File: src/rtl/cache_pkg.sv
// Shared definitions for the cache miss-handling controller.
// Contents: fill controller state enum, block offset and word index widths.
package cache_pkg;

  typedef enum logic [1:0] {
    CF_IDLE,
    CF_FILL,
    CF_COMMIT
  } cf_state_e;

  // Byte offset bits within a block, and word index bits within a block.
  localparam int unsigned BLOCK_OFFSET_W = 4;
  localparam int unsigned WORD_IDX_W     = 3;

endpackage

File: src/rtl/fill_counter.sv
// Saturating 4-bit up-counter with synchronous clear.
// Ports:
//   clk, rst : clock, asynchronous active-high reset
//   clr      : clear to zero (wins over inc)
//   inc      : increment by one, holding at MAX
//   cnt      : current count
module fill_counter #(
  parameter int unsigned MAX = 8
) (
  input  logic       clk,
  input  logic       rst,
  input  logic       clr,
  input  logic       inc,
  output logic [3:0] cnt
);

  logic [3:0] cnt_q;

  always_ff @(posedge clk or posedge rst) begin
    if (rst) begin
      cnt_q <= 4'd0;
    end else if (clr) begin
      cnt_q <= 4'd0;
    end else if (inc && (cnt_q < 4'(MAX))) begin
      cnt_q <= cnt_q + 4'd1;
    end
  end

  assign cnt = cnt_q;

endmodule

File: src/rtl/cache_fill_ctrl.sv
// Miss-handling controller for the two-way, 64-set, 8-word-block cache array.
// On a miss it stalls the CPU, streams one block from pipelined memory into the
// array, marks the tag valid on the last word, then replays the original access.
// Optional feature macro: CACHE_FILL_STATS_EN adds the saturating miss_count port.
// Ports:
//   clk, rst          : clock, asynchronous active-high reset
//   req_valid/addr/write : CPU access
//   cache_miss        : array miss flag for cache_addr
//   mem_valid         : memory returns one word
//   mem_rd, mem_addr  : memory read request
//   cache_addr, cache_wren, cache_rewrite, data_sel : array controls
//   stall             : hold CPU memory stage
//   fill_done         : one-cycle pulse in the commit cycle
//   miss_count        : miss statistics (macro only)
module cache_fill_ctrl
  import cache_pkg::*;
#(
  parameter int unsigned WORDS_PER_BLOCK = 8,
  parameter int unsigned MEM_LATENCY     = 4,
  parameter int unsigned ADDR_W          = 16
) (
  input  logic              clk,
  input  logic              rst,
  input  logic              req_valid,
  input  logic [ADDR_W-1:0] req_addr,
  input  logic              req_write,
  input  logic              cache_miss,
  input  logic              mem_valid,
  output logic              mem_rd,
  output logic [ADDR_W-1:0] mem_addr,
  output logic [ADDR_W-1:0] cache_addr,
  output logic              cache_wren,
  output logic              cache_rewrite,
  output logic              data_sel,
  output logic              stall,
`ifdef CACHE_FILL_STATS_EN
  output logic [15:0]       miss_count,
`endif
  output logic              fill_done
);

  // Counters are 4 bits wide and the word index occupies the block offset above
  // the byte-in-word bit, so only these shapes are supported.
  if (((WORDS_PER_BLOCK & (WORDS_PER_BLOCK - 1)) != 0) ||
      (WORDS_PER_BLOCK > (1 << WORD_IDX_W)) || (MEM_LATENCY == 0)) begin : g_bad_cfg
    $error("cache_fill_ctrl: unsupported parameter set");
  end

  localparam int unsigned ByteShift = BLOCK_OFFSET_W - WORD_IDX_W;
  localparam logic [ADDR_W-1:0] BlockMask = ~ADDR_W'((1 << BLOCK_OFFSET_W) - 1);

  cf_state_e         state_q, state_d;
  logic [ADDR_W-1:0] base_q;
  logic [ADDR_W-1:0] saved_addr_q;
  logic              saved_write_q;
  logic [3:0]        issue_cnt;
  logic [3:0]        recv_cnt;

  logic              miss_entry;
  logic              fill_valid;
  logic              last_word;
  logic [ADDR_W-1:0] issue_off;
  logic [ADDR_W-1:0] recv_off;

  assign miss_entry = (state_q == CF_IDLE) && req_valid && cache_miss;
  // Returns outside FILL are stale (e.g. after a reset) and are dropped.
  assign fill_valid = (state_q == CF_FILL) && mem_valid;
  assign last_word  = fill_valid && (recv_cnt == 4'(WORDS_PER_BLOCK - 1));
  assign issue_off  = ADDR_W'(issue_cnt) << ByteShift;
  assign recv_off   = ADDR_W'(recv_cnt) << ByteShift;

  fill_counter #(
    .MAX(WORDS_PER_BLOCK)
  ) u_issue_cnt (
    .clk(clk),
    .rst(rst),
    .clr(miss_entry),
    .inc(mem_rd),
    .cnt(issue_cnt)
  );

  fill_counter #(
    .MAX(WORDS_PER_BLOCK)
  ) u_recv_cnt (
    .clk(clk),
    .rst(rst),
    .clr(miss_entry),
    .inc(fill_valid),
    .cnt(recv_cnt)
  );

  // State register and miss-entry captures.
  always_ff @(posedge clk or posedge rst) begin
    if (rst) begin
      state_q       <= CF_IDLE;
      base_q        <= '0;
      saved_addr_q  <= '0;
      saved_write_q <= 1'b0;
    end else begin
      state_q <= state_d;
      if (miss_entry) begin
        base_q        <= req_addr & BlockMask;
        saved_addr_q  <= req_addr;
        saved_write_q <= req_write;
      end
    end
  end

  // Next-state logic.
  always_comb begin
    state_d = state_q;
    unique case (state_q)
      CF_IDLE:   if (miss_entry) state_d = CF_FILL;
      CF_FILL:   if (last_word) state_d = CF_COMMIT;
      CF_COMMIT: state_d = CF_IDLE;
      default:   state_d = CF_IDLE;
    endcase
  end

  // Output logic.
  always_comb begin
    mem_rd        = 1'b0;
    mem_addr      = base_q + issue_off;
    cache_addr    = req_addr;
    cache_wren    = 1'b0;
    cache_rewrite = 1'b0;
    data_sel      = 1'b0;
    stall         = 1'b0;
    fill_done     = 1'b0;
    unique case (state_q)
      CF_IDLE: begin
        stall      = req_valid && cache_miss;
        cache_wren = req_valid && req_write && !cache_miss;
      end
      CF_FILL: begin
        stall      = 1'b1;
        mem_rd     = issue_cnt < 4'(WORDS_PER_BLOCK);
        cache_addr = base_q;
        if (mem_valid) begin
          // Bit 0 set marks this as a live array write request.
          cache_addr    = base_q | recv_off | ADDR_W'(1);
          cache_wren    = 1'b1;
          data_sel      = 1'b1;
          cache_rewrite = last_word;
        end
      end
      CF_COMMIT: begin
        stall      = 1'b1;
        fill_done  = 1'b1;
        cache_addr = saved_addr_q;
        cache_wren = saved_write_q;
      end
      default: ;
    endcase
  end

`ifdef CACHE_FILL_STATS_EN
  logic [15:0] miss_count_q;

  always_ff @(posedge clk or posedge rst) begin
    if (rst) begin
      miss_count_q <= 16'd0;
    end else if (miss_entry && (miss_count_q != 16'hFFFF)) begin
      miss_count_q <= miss_count_q + 16'd1;
    end
  end

  assign miss_count = miss_count_q;
`endif

endmodule

File: config.mk
export PLATFORM = sky130hd
export DESIGN_NAME = cache_fill_ctrl
export DESIGN_NICKNAME = d
export VERILOG_FILES = /design/src/rtl/cache_pkg.sv /design/src/rtl/fill_counter.sv /design/src/rtl/cache_fill_ctrl.sv
export SDC_FILE = /design/constraint.sdc
export NUM_CORES = 1
export LEC_CHECK = 0
export ABC_CLOCK_PERIOD_IN_PS = 2800
export CAP_MARGIN = 5
export CORE_MARGIN = 1
export CORE_UTILIZATION = 49
export DETAILED_ROUTE_END_ITERATION = 6
export GPL_ROUTABILITY_DRIVEN = 0
export PLACE_DENSITY = 0.83
export SLEW_MARGIN = 20
export SYNTH_ARGS = -nofsm -noshare
export SYNTH_HDL_FRONTEND = slang
export SYNTH_SLANG_ARGS = --single-unit
export TNS_END_PERCENT = 1
File: constraint.sdc
create_clock -name clk -period 2.8 [get_ports clk]
set_input_delay 0.7 -clock clk [delete_from_list [all_inputs] [get_ports clk]]
set_output_delay 0.7 -clock clk [all_outputs]
set_load 0.005 [all_outputs]
==> results by group <==
Die
  • Die H: 61.1 um
  • Rows: 21
  • Initial Util: 51.2%
  • Num ports: 60
  • Core Region: 0.00334 mm2
  • Die Width: 61.1 um
  • Die area: 0.00373 mm2

Worst hold path
  • Min-delay src: saved_addr_q[1]
  • Worst Hold Class: reg2reg

Pwr
  • Pleak: 1.24 nW
  • Sequential power share: 35.8%
  • P per Cell Area: 846 mW/mm2
  • Clock power share: 8.6%
  • Switching share of power: 38.3%
  • VDD IR-drop max: 0.000402 V
  • Pint: 1.27 mW
  • Comb power frac: 55.6%
  • Psw: 789 uW

Clock network
  • Worst-skew pair later-pin latency: 330 ps
  • Clk root buf: clkbuf_4
  • Max H-tree Level: 1
  • Hold buffers post-CTS: 0
  • Clk slew on worst S/H paths: 160 ps
  • TritonCTS clock tree: done
  • Clock sinks: 27
  • Clk buf depth: 2
  • CTS Buf Count: 3

Place
  • Hpwl dp: 3.04 mm
  • Placed Cells incl. Taps: 304
  • Port bufs: 58

GRT
  • Global-route wire length before repair: 6.35 mm
  • Initial antenna violation count: 0
  • Tot GR Track Use: 22.7%
  • Vias in the first global route: 1,478
  • Pin count of the biggest net entering global routing: 28
  • Remaining global-route overflow: 0

Routing
  • Total Wirelength: 4.31 mm
  • DRC Markers: 0
  • Initial DRT Pass Iterations: 4
  • Iter 0 DRT Violations: 62
  • Mean routed wirelength per cell: 13.9 um
  • Post-route ant nets: 0
  • Vias: 1,622
  • Via density: 5.23

Synth
  • Most frequent cell after synthesis: nand2_1
  • Post-synth EDFFs: 0
  • Synth top area share: 39.5%
  • Leading area contributor after synthesis: dfrtp_1
  • Commonest cells post-synth: nand2_1 (42), dfrtp_1 (27), o21ai_1 (22)
  • Largest cells by area after synthesis: dfrtp_1 (40%), nand2_1 (9.2%), ha_1 (7.3%)
  • Gate Count Post-Synth: 204
  • #FFs+latches synth: 27
  • Top_reg_cell synth: dfrtp_1
  • Post-synthesis sequential area ratio: 39.5%
  • Post-synth ARST share: 100%
  • YS warnings: 0
  • Synth unique cells: 35
  • Synth Cell Area: 0.00171 mm2
  • Synthesized net count: 236
  • Average size of a mapped cell: 8.38 um2

Flow run
  • Maxcap violations: 0

Worst setup path
  • CP endpoint kind: output pin
  • Reg2reg start: state_q[0]
  • CP max FO: 11
  • Crit path kind: reg2out
  • CP max stage cell: clkdlybuf4s50_1
  • Worst setup path startpoint: state_q[0]
  • Critical Path RT: 2100 ps
  • Worst EP arrival: 2070 ps
  • Crit-path cells: inv_2 > ha_4 > o21a_1 > buf_6 > nand2_1 > o21ai_1 > clkdlybuf4s50_1
  • Worst path max stage delay: 500 ps
  • Crit start category: flop

Timing
  • Setup TNS: 0 ps
  • Unrepaired setup endpoints after global routing: true
  • Fin crit share: 99.0%
  • Final setup violation count: 0
  • Final hold viol count: 0
  • Clock skew: 14.3 ps
  • Minimum clock period: 2770 ps
  • Max-slew violations: 0
  • Max Clk Rate: 361 MHz

Finish
  • # diodes: 0
  • Finished Layout Cells: 310
  • Final Net Count: 297
  • Synthesis-to-finish area growth: 42.5%
  • Layout cells sized above 1: 9.47%

Run status
  • Status: finished clean
metal layers:
layer	share of wire (%)	wire [um]	vias to the layer above	track usage [%]
li1	-	-	802	-
met1	46	1980	773	31.6
met2	50	2140	43	37.7
met3	3.2	136	4	1.89
met4	1.1	47	0	7.47
met5	0	0	-	0
critical path: cells and delay by family (launching register included):
kind / cells / cell delay [ps]
compound gates: 2 / 200
buf+inv: 3 / 730
simple gates: 1 / 60
fa+ha+maj: 1 / 280
flops: 1 / 460
flip-flops by register name (all words and copies together) (netlist names):
register / cells
saved_addr_q: 16
saved_write_q: 1
u_recv_cnt.cnt: 4
u_issue_cnt.cnt: 4
state_q: 2
metrics by stage:
stage                     setup WS [ps]  util (%)  cell area [um2]  hold WS [ps]  power (mW)
after global placement            -61.8      70.0             2330           465        1.81
after detailed placement          -64.1      70.0             2330           475        1.85
after global routing              -44.9      73.0             2430           537        2.23
final                              29.4      73.0             2430           501        2.06
after floorplan                     866         -             1710           446        1.26
after CTS                         -56.7      71.4             2380           506        2.03
cells in the final DEF, fill, tap and decap left out, drive strengths merged, types with 3 or more instances in the layout:
cell type	instances
a21oi	9
a32oi	3
inv	14
dfrtp	27
ha	10
clkdlybuf4s50	45
nand2	42
o21ai	24
clkbuf	4
xor2	4
nand3	7
nor2	14
and3	4
xnor2	10
buf	12
dlymetal6s2s	11
power groups by stage:
stage | sequential (mW) | combinational [mW] | clock (mW)
3_3_place_gp | 0.728 | 1.08 | 0
2_1_floorplan | 0.687 | 0.571 | 0
6_report | 0.738 | 1.15 | 0.177
5_1_grt | 0.762 | 1.27 | 0.192
3_5_place_dp | 0.738 | 1.11 | 0
4_1_cts | 0.733 | 1.12 | 0.172
worst paths after layout:
kind | end | slack [ps] | depth (start not counted)
max | cache_addr[14] | 30 | 7
min | saved_addr_q[1] | 500 | 2
max reg2reg | saved_addr_q[8] | 1220 | 6
min reg2reg | saved_addr_q[1] | 500 | 2
max in group asynchronous | state_q[0] | 1820 | 3
min in group asynchronous | saved_addr_q[6] | 710 | 3
area by class of cell:
| cell class | instances | area (um2) |
|---|---|---|
| Clock buffer | 4 | 26.3 |
| Fill cell | 259 | 902 |
| Inverter | 14 | 52.6 |
| Multi-Input combinational cell | 149 | 922 |
| Sequential cell | 27 | 677 |
| Tap cell | 46 | 57.6 |
| Timing Repair Buffer | 70 | 699 |
logic make-up after synthesis:
group                      Yosys count  share of synthesized area (%)
DFF                                 27                           39.5
buffers and inverters               28                           8.20
muxes                                3                           1.83
AOI/OAI and AO/OA                   42                           14.0
xor gates and xnor gates            14                           7.17
adders and majority gates           10                           7.32
other                                1                          0.219
and+or+nand+nor                     79                           21.7
repair_timing:
item,in CTS,in global routing
buffers inserted,1,1
setup endpoints to repair,19,19
gates resized for setup,6,17
Power figures use the tool's default switching activity.
